`config.mk`:
```
export PLATFORM = sky130hd
export DESIGN_NAME = clk_div_prog_flat
export DESIGN_NICKNAME = d
export VERILOG_FILES = /design/src/rtl/clk_div_prog_if.sv /design/src/rtl/clk_div_prog.sv /design/src/flat_wrapper.sv
export SDC_FILE = /design/constraint.sdc
export NUM_CORES = 1
export LEC_CHECK = 0
export CAP_MARGIN = 40
export CELL_PAD_IN_SITES_DETAIL_PLACEMENT = 0
export CELL_PAD_IN_SITES_GLOBAL_PLACEMENT = 2
export CORE_MARGIN = 3
export CORE_UTILIZATION = 39
export CTS_BUF_LIST = sky130_fd_sc_hd__clkbuf_8
export DETAILED_ROUTE_END_ITERATION = 8
export PLACE_DENSITY_LB_ADDON = 0.1
export SLEW_MARGIN = 20
export SYNTH_ARGS = -nofsm -noshare
export SYNTH_HDL_FRONTEND = slang
export SYNTH_SLANG_ARGS = --single-unit
```
`constraint.sdc`:
```
create_clock -name i_clk -period 13.93 [get_ports i_clk]
set_input_delay 2.786 -clock i_clk [delete_from_list [all_inputs] [get_ports i_clk]]
set_output_delay 2.786 -clock i_clk [all_outputs]
set_load 0.02 [all_outputs]
```
`src/rtl/clk_div_prog_if.sv`:
```
// Configuration handshake bundle for clk_div_prog.
// i_cfg_phase exists only when CLK_DIV_PROG_PHASE_EN is defined.
interface clk_div_prog_if #(
  parameter int unsigned W = 16
);
  logic         i_cfg_valid;
  logic         o_cfg_ready;
  logic [W-1:0] i_cfg_div;
  logic [W-1:0] i_cfg_high;
  logic         i_cfg_pulse;
`ifdef CLK_DIV_PROG_PHASE_EN
  logic [W-1:0] i_cfg_phase;
`endif

  modport master (
`ifdef CLK_DIV_PROG_PHASE_EN
    output i_cfg_phase,
`endif
    output i_cfg_valid, i_cfg_div, i_cfg_high, i_cfg_pulse,
    input  o_cfg_ready
  );

  modport slave (
`ifdef CLK_DIV_PROG_PHASE_EN
    input  i_cfg_phase,
`endif
    input  i_cfg_valid, i_cfg_div, i_cfg_high, i_cfg_pulse,
    output o_cfg_ready
  );
endinterface

```
`src/rtl/clk_div_prog.sv`:
```
// Runtime-programmable clock/strobe divider with period-boundary config apply.
// Optional programmable start phase: define CLK_DIV_PROG_PHASE_EN.
module clk_div_prog #(
  parameter int unsigned W             = 16,
  parameter int unsigned DEFAULT_DIV   = 2,
  parameter bit          DEFAULT_PULSE = 1'b0
) (
  input  logic          i_clk,
  input  logic          i_reset,
  input  logic          i_en,
  input  logic          i_sync,
  clk_div_prog_if.slave cfg,
  output logic          o_clk,
  output logic          o_tick,
  output logic [W-1:0]  o_cnt
);

  typedef enum logic {ST_STOP, ST_RUN} state_e;

  typedef struct packed {
    logic [W-1:0] div;
    logic [W-1:0] hi;
    logic         pulse;
    logic [W-1:0] phase;
  } cfg_t;

  localparam logic [W-1:0] DIV_RST = (DEFAULT_DIV < 2) ? W'(2) : W'(DEFAULT_DIV);

  state_e       state_q, state_d;
  logic [W-1:0] cnt_q, cnt_d;
  cfg_t         cur_q, cur_d;
  cfg_t         pend_q, pend_d;
  logic         pend_v_q, pend_v_d;
  logic         clk_q, clk_d;
  logic         tick_q, tick_d;
  cfg_t         cfg_in;
  logic         apply;
  logic         restart;

  // Clamp at capture so every stored period shows both output levels.
  always_comb begin
    cfg_in.div   = (cfg.i_cfg_div < W'(2)) ? W'(2) : cfg.i_cfg_div;
    cfg_in.pulse = cfg.i_cfg_pulse;
    if (cfg.i_cfg_high == '0) begin
      cfg_in.hi = W'(1);
    end else if (cfg.i_cfg_high >= cfg_in.div) begin
      cfg_in.hi = cfg_in.div - W'(1);
    end else begin
      cfg_in.hi = cfg.i_cfg_high;
    end
`ifdef CLK_DIV_PROG_PHASE_EN
    cfg_in.phase = (cfg.i_cfg_phase >= cfg_in.div) ? cfg_in.div - W'(1) : cfg.i_cfg_phase;
`else
    cfg_in.phase = '0;
`endif
  end

  always_comb begin
    state_d  = state_q;
    cnt_d    = cnt_q;
    cur_d    = cur_q;
    pend_d   = pend_q;
    pend_v_d = pend_v_q;
    apply    = 1'b0;
    restart  = 1'b0;

    case (state_q)
      ST_STOP: begin
        cnt_d = '0;
        apply = pend_v_q;
        if (i_en) begin
          state_d = ST_RUN;
          restart = 1'b1;
        end
      end
      ST_RUN: begin
        if (!i_en) begin
          state_d = ST_STOP;
          cnt_d   = '0;
        end else if (i_sync) begin
          apply   = pend_v_q;
          restart = 1'b1;
        end else if (cnt_q >= cur_q.div - W'(1)) begin
          // A plain wrap restarts at 0; only an applied config reloads its phase.
          apply   = pend_v_q;
          restart = pend_v_q;
          cnt_d   = '0;
        end else begin
          cnt_d = cnt_q + W'(1);
        end
      end
      default: state_d = ST_STOP;
    endcase

    if (apply) begin
      cur_d    = pend_q;
      pend_v_d = 1'b0;
    end
    if (restart) begin
      cnt_d = cur_d.phase;
    end

    // Capture uses the registered slot state, so a same-edge boundary cannot consume it.
    if (cfg.i_cfg_valid && !pend_v_q) begin
      pend_d   = cfg_in;
      pend_v_d = 1'b1;
    end

    tick_d = (state_d == ST_RUN) && (cnt_d == '0);
    if (state_d != ST_RUN) begin
      clk_d = 1'b0;
    end else if (cur_d.pulse) begin
      clk_d = (cnt_d == '0);
    end else begin
      clk_d = (cnt_d < cur_d.hi);
    end
  end

  always_ff @(posedge i_clk) begin
    if (i_reset) begin
      state_q      <= ST_STOP;
      cnt_q        <= '0;
      cur_q.div    <= DIV_RST;
      cur_q.hi     <= DIV_RST >> 1;
      cur_q.pulse  <= DEFAULT_PULSE;
      cur_q.phase  <= '0;
      pend_q       <= '0;
      pend_v_q     <= 1'b0;
      clk_q        <= 1'b0;
      tick_q       <= 1'b0;
    end else begin
      state_q  <= state_d;
      cnt_q    <= cnt_d;
      cur_q    <= cur_d;
      pend_q   <= pend_d;
      pend_v_q <= pend_v_d;
      clk_q    <= clk_d;
      tick_q   <= tick_d;
    end
  end

  assign cfg.o_cfg_ready = !pend_v_q;
  assign o_clk           = clk_q;
  assign o_tick          = tick_q;
  assign o_cnt           = cnt_q;

endmodule

```
`src/flat_wrapper.sv`:
```
// flat-port wrapper written by rule: the top's interface ports become plain ports
module clk_div_prog_flat 
#(
  parameter int unsigned W             = 16,
  parameter int unsigned DEFAULT_DIV   = 2,
  parameter bit          DEFAULT_PULSE = 1'b0
)
  (i_clk, i_reset, i_en, i_sync, o_clk, o_tick, o_cnt, cfg_i_cfg_valid, cfg_i_cfg_div, cfg_i_cfg_high, cfg_i_cfg_pulse, cfg_o_cfg_ready);
  clk_div_prog_if #(.W(W)) cfg_i ();
  input  logic i_clk;
  input  logic i_reset;
  input  logic i_en;
  input  logic i_sync;
  output logic o_clk;
  output logic o_tick;
  output logic [W-1:0] o_cnt;
  input wire logic [$bits(cfg_i.i_cfg_valid)-1:0] cfg_i_cfg_valid;
  input wire logic [$bits(cfg_i.i_cfg_div)-1:0] cfg_i_cfg_div;
  input wire logic [$bits(cfg_i.i_cfg_high)-1:0] cfg_i_cfg_high;
  input wire logic [$bits(cfg_i.i_cfg_pulse)-1:0] cfg_i_cfg_pulse;
  output wire logic [$bits(cfg_i.o_cfg_ready)-1:0] cfg_o_cfg_ready;
  assign cfg_i.i_cfg_valid = cfg_i_cfg_valid;
  assign cfg_i.i_cfg_div = cfg_i_cfg_div;
  assign cfg_i.i_cfg_high = cfg_i_cfg_high;
  assign cfg_i.i_cfg_pulse = cfg_i_cfg_pulse;
  assign cfg_o_cfg_ready = cfg_i.o_cfg_ready;
  clk_div_prog #(.W(W), .DEFAULT_DIV(DEFAULT_DIV), .DEFAULT_PULSE(DEFAULT_PULSE)) u_core (.i_clk(i_clk), .i_reset(i_reset), .i_en(i_en), .i_sync(i_sync), .cfg(cfg_i), .o_clk(o_clk), .o_tick(o_tick), .o_cnt(o_cnt));
endmodule
```
## Word-level counts from Yosys, hierarchy flattened

Index checks and enable logic that the tools add are counted.

- Logic and storage cells: 48
- Output and inout port bits: 19
- Register bits after elaboration: 102

- Mux-type cells: 20
- Magnitude comparators: 4
- Reductions and logical operators: 7
- Bitwise logic cells: 2
- Add/sub/neg operators: 3

Operator list:

| kind | count |
|---|---|
| $mux W16 | 7 |
| $mux W33 | 1 |
| $ge A16 B16 Y1 | 2 |
| $logic_not A16 Y1 | 2 |
| $pmux W16 S2 | 1 |
| $sub A16 B1 Y16 const B | 2 |
| $add A16 B1 Y16 const B | 1 |
| $lt A16 B16 Y1 | 1 |
| $lt A16 B2 Y1 const B | 1 |
| $mux W1 | 9 |
| $pmux W1 S2 | 2 |
| $logic_and A1 B1 Y1 | 2 |
| $not A1 Y1 | 2 |
| $reduce_bool A2 Y1 | 1 |
| $reduce_or A2 Y1 | 1 |
| $logic_not A1 Y1 | 1 |

## Logic depth before layout (Yosys ltp)

- Depth in word-level cells: 10
- Depth in mapped cells: 22
- Gate-level depth less buffers: 21

## Worst setup path after synthesis

OpenSTA, ideal clock, no wires.

- Path type: input -> register
- From: input cfg_i_cfg_div[10]
- To: register u_core.pend_q[25] (netlist bit)
- Buffers on the path: 2
- Required time: 13.802 ns
- Arrival: 6.365 ns
- Path slack: 7.437 ns
- Stages on the path: 15
- Cells stage by stage: or4_4 or4_4 or4_4 o21ai_4 inv_1 ha_1 nand2b_1 a21o_1 a211oi_1 o21ai_0 a221o_1 buf_2 buf_1 mux2i_1 o21ai_0

RTL lines:

| what | RTL line | text |
|---|---|---|
| start, declared | flat_wrapper.sv:18 | `input wire logic [$bits(cfg_i.i_cfg_div)-1:0] cfg_i_cfg_div;` |
| end signal, assigned | clk_div_prog.sv:135 | `pend_q <= pend_d;` |
| end, declared | clk_div_prog.sv:32 | `cfg_t pend_q, pend_d;` |

==> impl_metrics.tcl <==
set metrics [dict create \
    outcome "complete, no violations" \
    syn-instance-count 661 \
    dieArea_um2 16100 \
    cts_hold_buffers 0 \
    cp.depth 15 \
    fin_setup_tns_ns 0 \
    startpoint "cfg_i_cfg_div[10]" \
    hold_violations 0 \
    synth.top_cells.by_count "102 x dfxtp_1, 71 x nand2_1, 65 x nor2_1" \
    first_iter_violations 282 \
    drt-wirelength-per-cell_um 18.3 \
    p_leak_nw 2.68 \
    dpl.hpwl_mm 13.1 \
    internal_power_mw 0.457 \
    powerDensity_nw_per_um2 95.0 \
    clk_latency_ns 0.37 \
    vdd_drop_max_mv 0.0402 \
    r2r-end "u_core.o_clk" \
    cts_resized 0 \
    ios 57 \
    fmax_mhz 148 \
    n_antenna_cell 0 \
    grt_pass1_vias 4831 \
    cp_cell_sequence "clkdlybuf4s50_1 > or4_4 > or4_4 > or4_4 > o21ai_4 > inv_1 > ha_1 > nand2b_1 > a21o_1 > a211oi_1 > o21ai_0 > a221o_1 > buf_8 > mux2i_1 > o21ai_0" \
    drive_above_1_share_pct 5.29 \
    hold_path_class "flop to flop" \
    grt_max_degree 72 \
    crit_type "primary input to flop" \
    post_cts_buffers 0 \
    pwr-share-clk_pct 33.9 \
    syn_avg_cell_area_um2 8.63 \
    crit_buf_inv 3 \
    synth_edf_count 0 \
    slew_headroom_pct 48.5 \
    final.setup_skew_ns 0.0174 \
    routed_wirelength_mm 16.4 \
    tritoncts "built" \
    cp_slowest_cell "or4_4" \
    synth_area_um2 5710 \
    cp.required_ns 14.17 \
    arrival_ns 6.99 \
    grt_pass1_wl_mm 26.1 \
    synth_area_leader_cell "dfxtp_1" \
    drv_slew 0 \
    start_util_pct 40.5 \
    r2r_start "u_core.cur_q[35]" \
    p_switching_mw 0.181 \
    path_clk_slew_ns 0.10 \
    p_seq_share_pct 48.7 \
    place_area_um2 6450 \
    overflow 0 \
    hold-path-endpoint "u_core.pend_q[48]" \
    cpMostUsedCell "or4_4" \
    worstPathMaxFanout 11 \
    reg2reg_depth 22 \
    postSynth.topFlopCell "dfxtp_1" \
    crit_family "simple AND/OR/NAND/NOR gates" \
    max_stage_delay_ns 0.58 \
    rsz0062_at_grt "no" \
    io_buffer_count 56 \
    grt_antenna_before_repair 0 \
    track_usage_pct 20.7 \
    cts_buffers 9 \
    via_count 4869 \
    min_path_cells 2 \
    synth_top_cell_area_share_pct 35.8 \
    viasPerCell 5.42 \
    synth-async-reset-ratio_pct 0 \
    cap_violations 0 \
    synth-seq-cells 102 \
    setup_viol 0 \
    die_y_um 127 \
    combPwrFrac_pct 17.4 \
    drt_pass1_iterations 4 \
    fin_area_um2 6720 \
    yosysWarnings 0 \
    synthTopCellsByArea "dfxtp_1 36%, ha_1 11%, mux2i_1 7.7%" \
    switching_share_pct 28.3 \
    h-tree-depth 3 \
    place.gp.congestion 0.901 \
    synth-seq-area-share_pct 35.8 \
    cp-end-kind "flop" \
    clock_sinks 102 \
    die_w_um 127 \
    rows 43 \
    worstMarginPinSlew_ns 0.773 \
    synth_cell_types 57 \
    syn2layout_area_growth_pct 17.7 \
    fin_crit_sh_pct 48.5 \
    clock_path_buffers 2 \
    rrSetupSlack_ns 8.27 \
    post-route-min-period_ns 6.75 \
    num-nets-final 801 \
    synth_nets 749 \
    ant_nets 0 \
    synth_most_common_cell "dfxtp_1" \
    min_from "u_core.pend_q[48]" \
    core_um2 14100 \
    critPathLaunchType "primary input" \
    root_buffer "clkbuf_8" \
    drcViolationCount 0 \
]
==> how the worst max path moves through the flow <==
| stage | end | slack [ns] |
|---|---|---|
| after CTS | u_core.pend_q[18] | 7.05 |
| after global routing | u_core.pend_q[26] | 6.99 |
| final | u_core.pend_q[26] | 7.18 |
| after floorplan | u_core.pend_q[25] | 7.44 |
| after global placement | u_core.pend_q[17] | 6.74 |
| after detailed placement | u_core.pend_q[18] | 6.68 |
==> logic make-up after synthesis <==
kind of cell / synth area share, %
fa+ha+maj: 11.0
flops: 35.8
mux: 7.92
simple gates: 21.8
compound gates: 13.5
buf+inv: 3.75
xor+xnor: 6.29
==> layer usage <==
| layer | track usage [%] | wire length, um | vias to the layer above |
|---|---|---|---|
| li1 | - | - | 2440 |
| met4 | 8.08 | 489 | 0 |
| met3 | 2.95 | 626 | 20 |
| met1 | 27.6 | 7730 | 2299 |
| met2 | 33.9 | 7550 | 110 |
| met5 | 0 | 0 | - |
==> cell usage in the layout (no fill, tap or decap), drive strengths merged, types with 3 or more instances in the layout <==
cell type / Yosys / layout
nand4: 13 / 13
a21oi: 30 / 30
or2: 3 / 3
ha: 50 / 50
nand2b: 5 / 5
o311ai: 3 / 3
mux2i: 44 / 44
nand2: 71 / 71
clkdlybuf4s50: 0 / 55
nand3: 13 / 13
dfxtp: 102 / 102
o21ai: 35 / 35
inv: 31 / 34
clkbuf: 17 / 9
o31ai: 3 / 3
or3: 4 / 4
nor2b: 19 / 19
or4: 6 / 6
buf: 7 / 10
nor4: 16 / 16
xnor2: 29 / 29
and3: 5 / 5
and2: 18 / 18
nor3: 10 / 10
nor2: 65 / 65
a211oi: 7 / 7
xor2: 12 / 12
a22o: 3 / 3
a21o: 10 / 10
==> state kept, by name, indices dropped and copies added (netlist names) <==
name	count
u_core.cur_q	49
u_core.o_clk	1
u_core.o_cnt	16
u_core.o_tick	1
u_core.pend_q	33
u_core.pend_v_q	1
u_core.state_q	1
==> worst min-delay path, cell delays in order (launching register included) <==
cell and delay, ns:
dfxtp_1 0.32, nand2_1 0.05, a21oi_1 0.05
==> through the flow <==
step,power [mW],std cells,worst slack (ns),hold WS [ns],util (%)
final,0.638,898,7.18,0.462,47.6
after global routing,0.668,898,6.99,0.495,47.6
after CTS,0.642,896,7.05,0.461,47.4
after detailed placement,0.427,880,6.68,0.447,45.7
after global placement,0.424,878,6.74,0.443,45.6
after floorplan,0.385,661,7.44,0.425,-
==> power groups by stage <==
stage          Clock, mW  Combinational, mW  Sequential (mW)
2_1_floorplan          0             0.0704            0.315
3_3_place_gp           0              0.107            0.317
3_5_place_dp           0              0.110            0.317
4_1_cts            0.221              0.110            0.310
5_1_grt            0.232              0.124            0.312
6_report           0.216              0.111            0.311
==> final cells by class <==
class / instances / area [um^2]
well taps: 180 / 225
flip-flops and latches: 102 / 2040
inverters: 31 / 116
repair buffers: 65 / 638
multi-input cells: 504 / 3460
clock buffers: 9 / 124
clock inverters: 7 / 114
fillers: 1417 / 7380
Note: power is estimated with default switching activity, not from simulation.
